[config.mk]
export PLATFORM = sky130hd
export DESIGN_NAME = uart_sram_transmitter
export DESIGN_NICKNAME = d
export VERILOG_FILES = /design/src/rtl/uart_sram_transmitter_pkg.sv /design/src/rtl/uart_tx_serializer.sv /design/src/rtl/uart_sram_transmitter.sv
export SDC_FILE = /design/constraint.sdc
export NUM_CORES = 1
export LEC_CHECK = 0
export BUFFER_PORTS_ARGS = -buffer_cell sky130_fd_sc_hd__buf_2
export CAP_MARGIN = 15
export CORE_MARGIN = 5
export CORE_UTILIZATION = 50
export DETAILED_ROUTE_END_ITERATION = 12
export PLACE_DENSITY = 0.81
export RECOVER_POWER = 100
export SYNTH_ARGS = -nofsm -noshare
export SYNTH_HDL_FRONTEND = slang
export SYNTH_SLANG_ARGS = --single-unit
[constraint.sdc]
create_clock -name Clock_50 -period 3.1 [get_ports Clock_50]
set_clock_uncertainty 0.1 [all_clocks]
set_input_delay 0.62 -clock Clock_50 [delete_from_list [all_inputs] [get_ports Clock_50]]
set_output_delay 0.62 -clock Clock_50 [all_outputs]
set_load 0.03 [all_outputs]
[src/rtl/uart_sram_transmitter_pkg.sv]
// Shared definitions for the SRAM-to-UART block transmitter.
// Optional feature macro: UART_TX_PARITY_EN (adds an even-parity bit, 11-bit frame).
package uart_sram_transmitter_pkg;

    typedef enum logic [2:0] {
        S_TX_IDLE,
        S_TX_ISSUE,
        S_TX_WAIT,
        S_TX_LATCH,
        S_TX_HIGH,
        S_TX_LOW,
        S_TX_DONE
    } tx_state_type;

    // Cycles from address presented to read data valid at the SRAM controller.
    localparam int TX_SRAM_READ_LATENCY = 2;

`ifdef UART_TX_PARITY_EN
    localparam int TX_FRAME_BITS = 11;

    // Even parity: the parity bit makes the total count of ones even.
    function automatic logic even_parity(input logic [7:0] data);
        return ^data;
    endfunction
`else
    localparam int TX_FRAME_BITS = 10;
`endif

endpackage

[src/rtl/uart_tx_serializer.sv]
// One-byte UART serializer: start bit, 8 data bits LSB first, [parity], stop bit.
// Ready is high when idle and also in the last cycle of the stop bit, so a Load
// presented then starts the next frame with no idle gap.
// Optional feature macro: UART_TX_PARITY_EN.
module uart_tx_serializer
    import uart_sram_transmitter_pkg::*;
#(
    parameter int CLOCKS_PER_BIT = 434
) (
    input  logic       Clock_50,
    input  logic       Reset,
    input  logic       Load,
    input  logic [7:0] Data,
    output logic       Ready,
    output logic       TX_O
);

    localparam int BAUD_W = $clog2(CLOCKS_PER_BIT);
    localparam int BIT_W  = $clog2(TX_FRAME_BITS);
    localparam logic [BAUD_W-1:0] BAUD_LAST = BAUD_W'(CLOCKS_PER_BIT - 1);
    localparam logic [BIT_W-1:0]  BIT_LAST  = BIT_W'(TX_FRAME_BITS - 1);

    logic                     active;
    logic [BAUD_W-1:0]        baud_cnt;
    logic [BIT_W-1:0]         bit_cnt;
    logic [TX_FRAME_BITS-2:0] shift;
    logic [TX_FRAME_BITS-2:0] payload;
    logic                     bit_end;
    logic                     frame_end;
    logic                     accept;

    // Everything after the start bit, shifted out LSB first.
`ifdef UART_TX_PARITY_EN
    assign payload = {1'b1, even_parity(Data), Data};
`else
    assign payload = {1'b1, Data};
`endif

    assign bit_end   = (baud_cnt == BAUD_LAST);
    assign frame_end = (bit_cnt == BIT_LAST) && bit_end;
    assign Ready     = !active || frame_end;
    assign accept    = Load && Ready;

    // Frame control: baud and bit counters and the line driver.
    always_ff @(posedge Clock_50) begin
        if (Reset) begin
            active   <= 1'b0;
            TX_O     <= 1'b1;
            baud_cnt <= '0;
            bit_cnt  <= '0;
        end else if (accept) begin
            active   <= 1'b1;
            TX_O     <= 1'b0;
            baud_cnt <= '0;
            bit_cnt  <= '0;
        end else if (active) begin
            if (bit_end) begin
                baud_cnt <= '0;
                if (bit_cnt == BIT_LAST) begin
                    active <= 1'b0;
                    TX_O   <= 1'b1;
                end else begin
                    bit_cnt <= bit_cnt + 1'b1;
                    TX_O    <= shift[0];
                end
            end else begin
                baud_cnt <= baud_cnt + 1'b1;
            end
        end
    end

    // Payload shift register; ones fill from the top so the line idles high.
    always_ff @(posedge Clock_50) begin
        if (accept) begin
            shift <= payload;
        end else if (active && bit_end) begin
            shift <= {1'b1, shift[TX_FRAME_BITS-2:1]};
        end
    end

endmodule

[src/rtl/uart_sram_transmitter.sv]
// Streams a block of 16-bit SRAM words out of the UART transmit pin, high byte
// first. One word is fetched per pass through ISSUE/WAIT/LATCH; the high byte
// is handed to the serializer straight from the read data in LATCH, the low
// byte is buffered and handed over in the high byte's final stop-bit cycle.
// Optional feature macro: UART_TX_PARITY_EN (even parity, 11-bit frames).
module uart_sram_transmitter
    import uart_sram_transmitter_pkg::*;
#(
    parameter int CLOCKS_PER_BIT = 434
) (
    input  logic        Clock_50,
    input  logic        Reset,
    input  logic        Start,
    input  logic [17:0] Base_address,
    input  logic [17:0] Word_count,
    output logic [17:0] SRAM_address,
    input  logic [15:0] SRAM_read_data,
    output logic        SRAM_we_n,
    output logic        UART_TX_O,
    output logic        Busy,
    output logic        Done
);

    // Extra WAIT cycles beyond the first, so LATCH lines up with valid data.
    localparam logic [1:0] WAIT_LAST = 2'(TX_SRAM_READ_LATENCY - 2);

    tx_state_type state;
    logic [17:0]  remaining;
    logic [7:0]   low_byte;
    logic [1:0]   wait_cnt;
    logic         ser_load;
    logic         ser_ready;
    logic [7:0]   ser_data;

    assign SRAM_we_n = 1'b1;

    // Serializer feed: high byte directly from SRAM in LATCH, low byte from the buffer in HIGH.
    always_comb begin
        ser_load = 1'b0;
        ser_data = low_byte;
        case (state)
            S_TX_LATCH: begin
                ser_load = 1'b1;
                ser_data = SRAM_read_data[15:8];
            end
            S_TX_HIGH: ser_load = 1'b1;
            default: ;
        endcase
    end

    // Transfer sequencer with registered address, Busy and Done.
    always_ff @(posedge Clock_50) begin
        if (Reset) begin
            state        <= S_TX_IDLE;
            SRAM_address <= '0;
            Busy         <= 1'b0;
            Done         <= 1'b0;
            wait_cnt     <= '0;
        end else begin
            Done <= 1'b0;
            case (state)
                S_TX_IDLE: begin
                    if (Start) begin
                        SRAM_address <= Base_address;
                        remaining    <= Word_count;
                        Busy         <= 1'b1;
                        if (Word_count == 18'd0) begin
                            state <= S_TX_DONE;
                            Done  <= 1'b1;
                        end else begin
                            state <= S_TX_ISSUE;
                        end
                    end
                end
                S_TX_ISSUE: begin
                    wait_cnt <= '0;
                    state    <= S_TX_WAIT;
                end
                S_TX_WAIT: begin
                    if (wait_cnt == WAIT_LAST) begin
                        state <= S_TX_LATCH;
                    end else begin
                        wait_cnt <= wait_cnt + 2'd1;
                    end
                end
                S_TX_LATCH: begin
                    low_byte <= SRAM_read_data[7:0];
                    state    <= S_TX_HIGH;
                end
                S_TX_HIGH: begin
                    // Ready here means the high byte is in its last stop cycle and the low byte was just taken.
                    if (ser_ready) begin
                        state <= S_TX_LOW;
                    end
                end
                S_TX_LOW: begin
                    if (ser_ready) begin
                        SRAM_address <= SRAM_address + 18'd1;
                        remaining    <= remaining - 18'd1;
                        if (remaining == 18'd1) begin
                            state <= S_TX_DONE;
                            Done  <= 1'b1;
                        end else begin
                            state <= S_TX_ISSUE;
                        end
                    end
                end
                S_TX_DONE: begin
                    Busy  <= 1'b0;
                    state <= S_TX_IDLE;
                end
                default: state <= S_TX_IDLE;
            endcase
        end
    end

    uart_tx_serializer #(
        .CLOCKS_PER_BIT(CLOCKS_PER_BIT)
    ) u_serializer (
        .Clock_50 (Clock_50),
        .Reset    (Reset),
        .Load     (ser_load),
        .Data     (ser_data),
        .Ready    (ser_ready),
        .TX_O     (UART_TX_O)
    );

endmodule

==> impl_metrics.yaml <==
min_path:
  hp-class: "in2reg"
grt:
  use_met1: 0.2697
  grt_pass1_wl_um: 16210
  use_met3: 0.03683
  antenna_found_initial: 1
  top_usage_layer: "met2"
  grt-ovfl-total: 0
  grt_pass1_vias: 3421
  use_met2: 0.3129
  track_usage: 0.1977
  grt_max_degree: 44
worst_setup_path:
  worstPathMaxFanout: 11
  end_kind: "flop"
  cp.arrival_ps: 2670
  cp-start-kind: "flop"
  worstSetupPathType: "reg2reg"
  critical_path_required_ps: 3200
floorplanning:
  die_h_um: 100.1
  core_mm2: 0.007807
  row_count: 32
  start_util: 0.5202
  dieArea_mm2: 0.01003
  die_w_um: 100.1
  boundaryPins: 77
sta:
  finalHoldViolations: 0
  worst_slew_pin_slew_ps: 1200
  finalCritPeriodShare: 0.8272
  rsz0062_at_grt: "no"
  slew_headroom: 0.2003
  slew_violations: 0
  max_freq_mhz: 389.9
  finalSetupTns_ps: 0
  setup_viol: 0
  fin_ws_ps: 535.5
  min_period_ps: 2564
placed_design:
  dp_hpwl_um: 7048
  port_buffers: 75
  gp_congestion: 0.8084
  pre_cts_ws_ps: 680.5
run_status:
  status: "completed"
yosys:
  synth_ff_type: "dfxtp_1"
  postSynthAreaPerCell_um2: 8.791
  synth_async_sr_flop_share: 0
  synth_cells: 462
  synthDistinctLibCells: 55
  synth_area_mm2: 0.004061
  ys_seq_elements: 74
  seq_area_frac_synth: 0.4486
  synth-edff-count: 34
  syn-num-nets: 525
  ys_warn_count: 0
clock_network:
  cts-buffers-inserted: 9
  postCtsSetupRepairBufs: 0
  clock_sinks: 74
  clkTransAtPathRegs_ps: 80
  cts_tree: "built"
  htree_levels: 3
  insertion_delay_ps: 340
  clk_path_buf_depth: 2
  cts-hold-fix-buffers: 0
  cts-resized-gates: 0
  cts-root-buf: "clkbuf_8"
detailed_routing:
  drc_errors: 0
  vias_per_cell: 5.682
  ant_nets: 0
  drtPass1Iterations: 5
  routedWlPerCell_um: 14.99
  vias: 3625
  totalWireLength_um: 9565
  drt-initial-drc-count: 323
finish:
  diodes: 0
  syn_to_final_growth_pct: 15.68
  layout_common_cells: "nand2_1 (61), buf_2 (54), nor2_1 (44), dfxtp_1 (40), o21ai_0 (39)"
  final_common_cell: "nand2_1"
  final_net_count: 594
  drive_above_1_share: 0.1623
  post-route-util: 0.6018
flow_run:
  cap_viol_max_count: 0
power:
  power.leakage_uw: 0.001783
  power.density_mw_per_mm2: 487.5
  peakVddDrop_mv: 0.3093
==> routing by layer <==
metal  share of wire  vias to the layer above
li1                -                     1813
met1            0.45                     1687
met3           0.060                       18
met5         0.00073                        -
met4           0.016                        2
met2            0.47                      105
==> where the power goes <==
part	leakage (µW)	internal, µW	switching, µW
combinational	0.00104	120	203
sequential	0.000637	1080	67.2
clock	0.000105	451	370
==> cell families after synthesis <==
kind of cell             synth area share
other                           0.0009233
buffers and inverters             0.03943
flip-flops                         0.4486
multiplexers                      0.02218
AO/OA/AOI/OAI                      0.1762
AND/OR/NAND/NOR                    0.2298
adder cells (fa/ha/maj)           0.02465
XOR/XNOR                          0.05823
==> synth_stat cells, drive strengths merged (3+ instances only) <==
| library cell | instances | area, µm² |
|---|---|---|
| xor2 | 14 | 122.6 |
| a32o | 5 | 50.05 |
| nor4b | 3 | 26.28 |
| a21o | 4 | 30.03 |
| nand3 | 11 | 55.05 |
| or2 | 4 | 25.02 |
| and2 | 4 | 25.02 |
| mux2i | 9 | 90.09 |
| nor2 | 44 | 165.2 |
| nand2 | 61 | 229.0 |
| nand3b | 5 | 37.54 |
| dfxtp | 40 | 800.8 |
| nor4 | 8 | 50.05 |
| clkbuf | 19 | 71.32 |
| xnor2 | 13 | 113.9 |
| nor3 | 22 | 110.1 |
| o21ai | 40 | 204.0 |
| nor2b | 3 | 18.77 |
| nand4 | 11 | 68.82 |
| ha | 8 | 100.1 |
| nand2b | 7 | 43.79 |
| buf | 9 | 47.54 |
| inv | 11 | 41.29 |
| o31ai | 4 | 43.79 |
| edfxtp | 34 | 1021 |
| o32ai | 6 | 52.55 |
| a21oi | 30 | 150.1 |
==> sequential cells by signal (all words and copies together), names as in the netlist <==
| signal | cells |
|---|---|
| wait_cnt | 2 |
| SRAM_address | 18 |
| u_serializer.bit_cnt | 4 |
| low_byte | 8 |
| remaining | 18 |
| u_serializer.active | 1 |
| u_serializer.TX_O | 1 |
| u_serializer.baud_cnt | 9 |
| state | 3 |
| Done | 1 |
| Busy | 1 |
| u_serializer.shift | 8 |
==> metrics by stage <==
| stage | instance area, µm² | power, µW | hold WS, ps | instances |
|---|---|---|---|---|
| 4_1_cts | 4746 | 2311 | 332.4 | 638 |
| 6_report | 4698 | 2291 | 343.7 | 638 |
| 3_5_place_dp | 4528 | 1500 | 394.3 | 622 |
| 3_3_place_gp | 4528 | 1488 | 381.9 | 622 |
| 2_1_floorplan | 4061 | 1384 | 375.5 | 462 |
| 5_1_grt | 4698 | 2402 | 328.2 | 638 |
==> final timing paths <==
check / cells after the start / slack (ps) / endpoint / startpoint
min: 1 / 340 / low_byte[0] / SRAM_read_data[0]
min reg2reg: 2 / 410 / SRAM_address[17] / SRAM_address[17]
max reg2reg: 6 / 540 / u_serializer.baud_cnt[1] / u_serializer.baud_cnt[2]
max: 6 / 540 / u_serializer.baud_cnt[1] / u_serializer.baud_cnt[2]
==> layout make-up <==
cell class                 count  area [µm²]
timing repair buffer          86       414.1
inverter                      11       41.29
fill                         698        3109
multi-input combinational    349        2076
clock buffer                   9       123.9
sequential                    74        1822
clock inverter                 7       93.84
tap                          102       127.6
==> worst max-delay path, stage by stage, from the launching register on <==
cell,delay (ps)
dfxtp_1,340
or4b_1,620
or2_2,360
mux2i_1,150
clkbuf_1,470
or2_2,310
a211oi_1,70
Power figures use the tool's default switching activity.
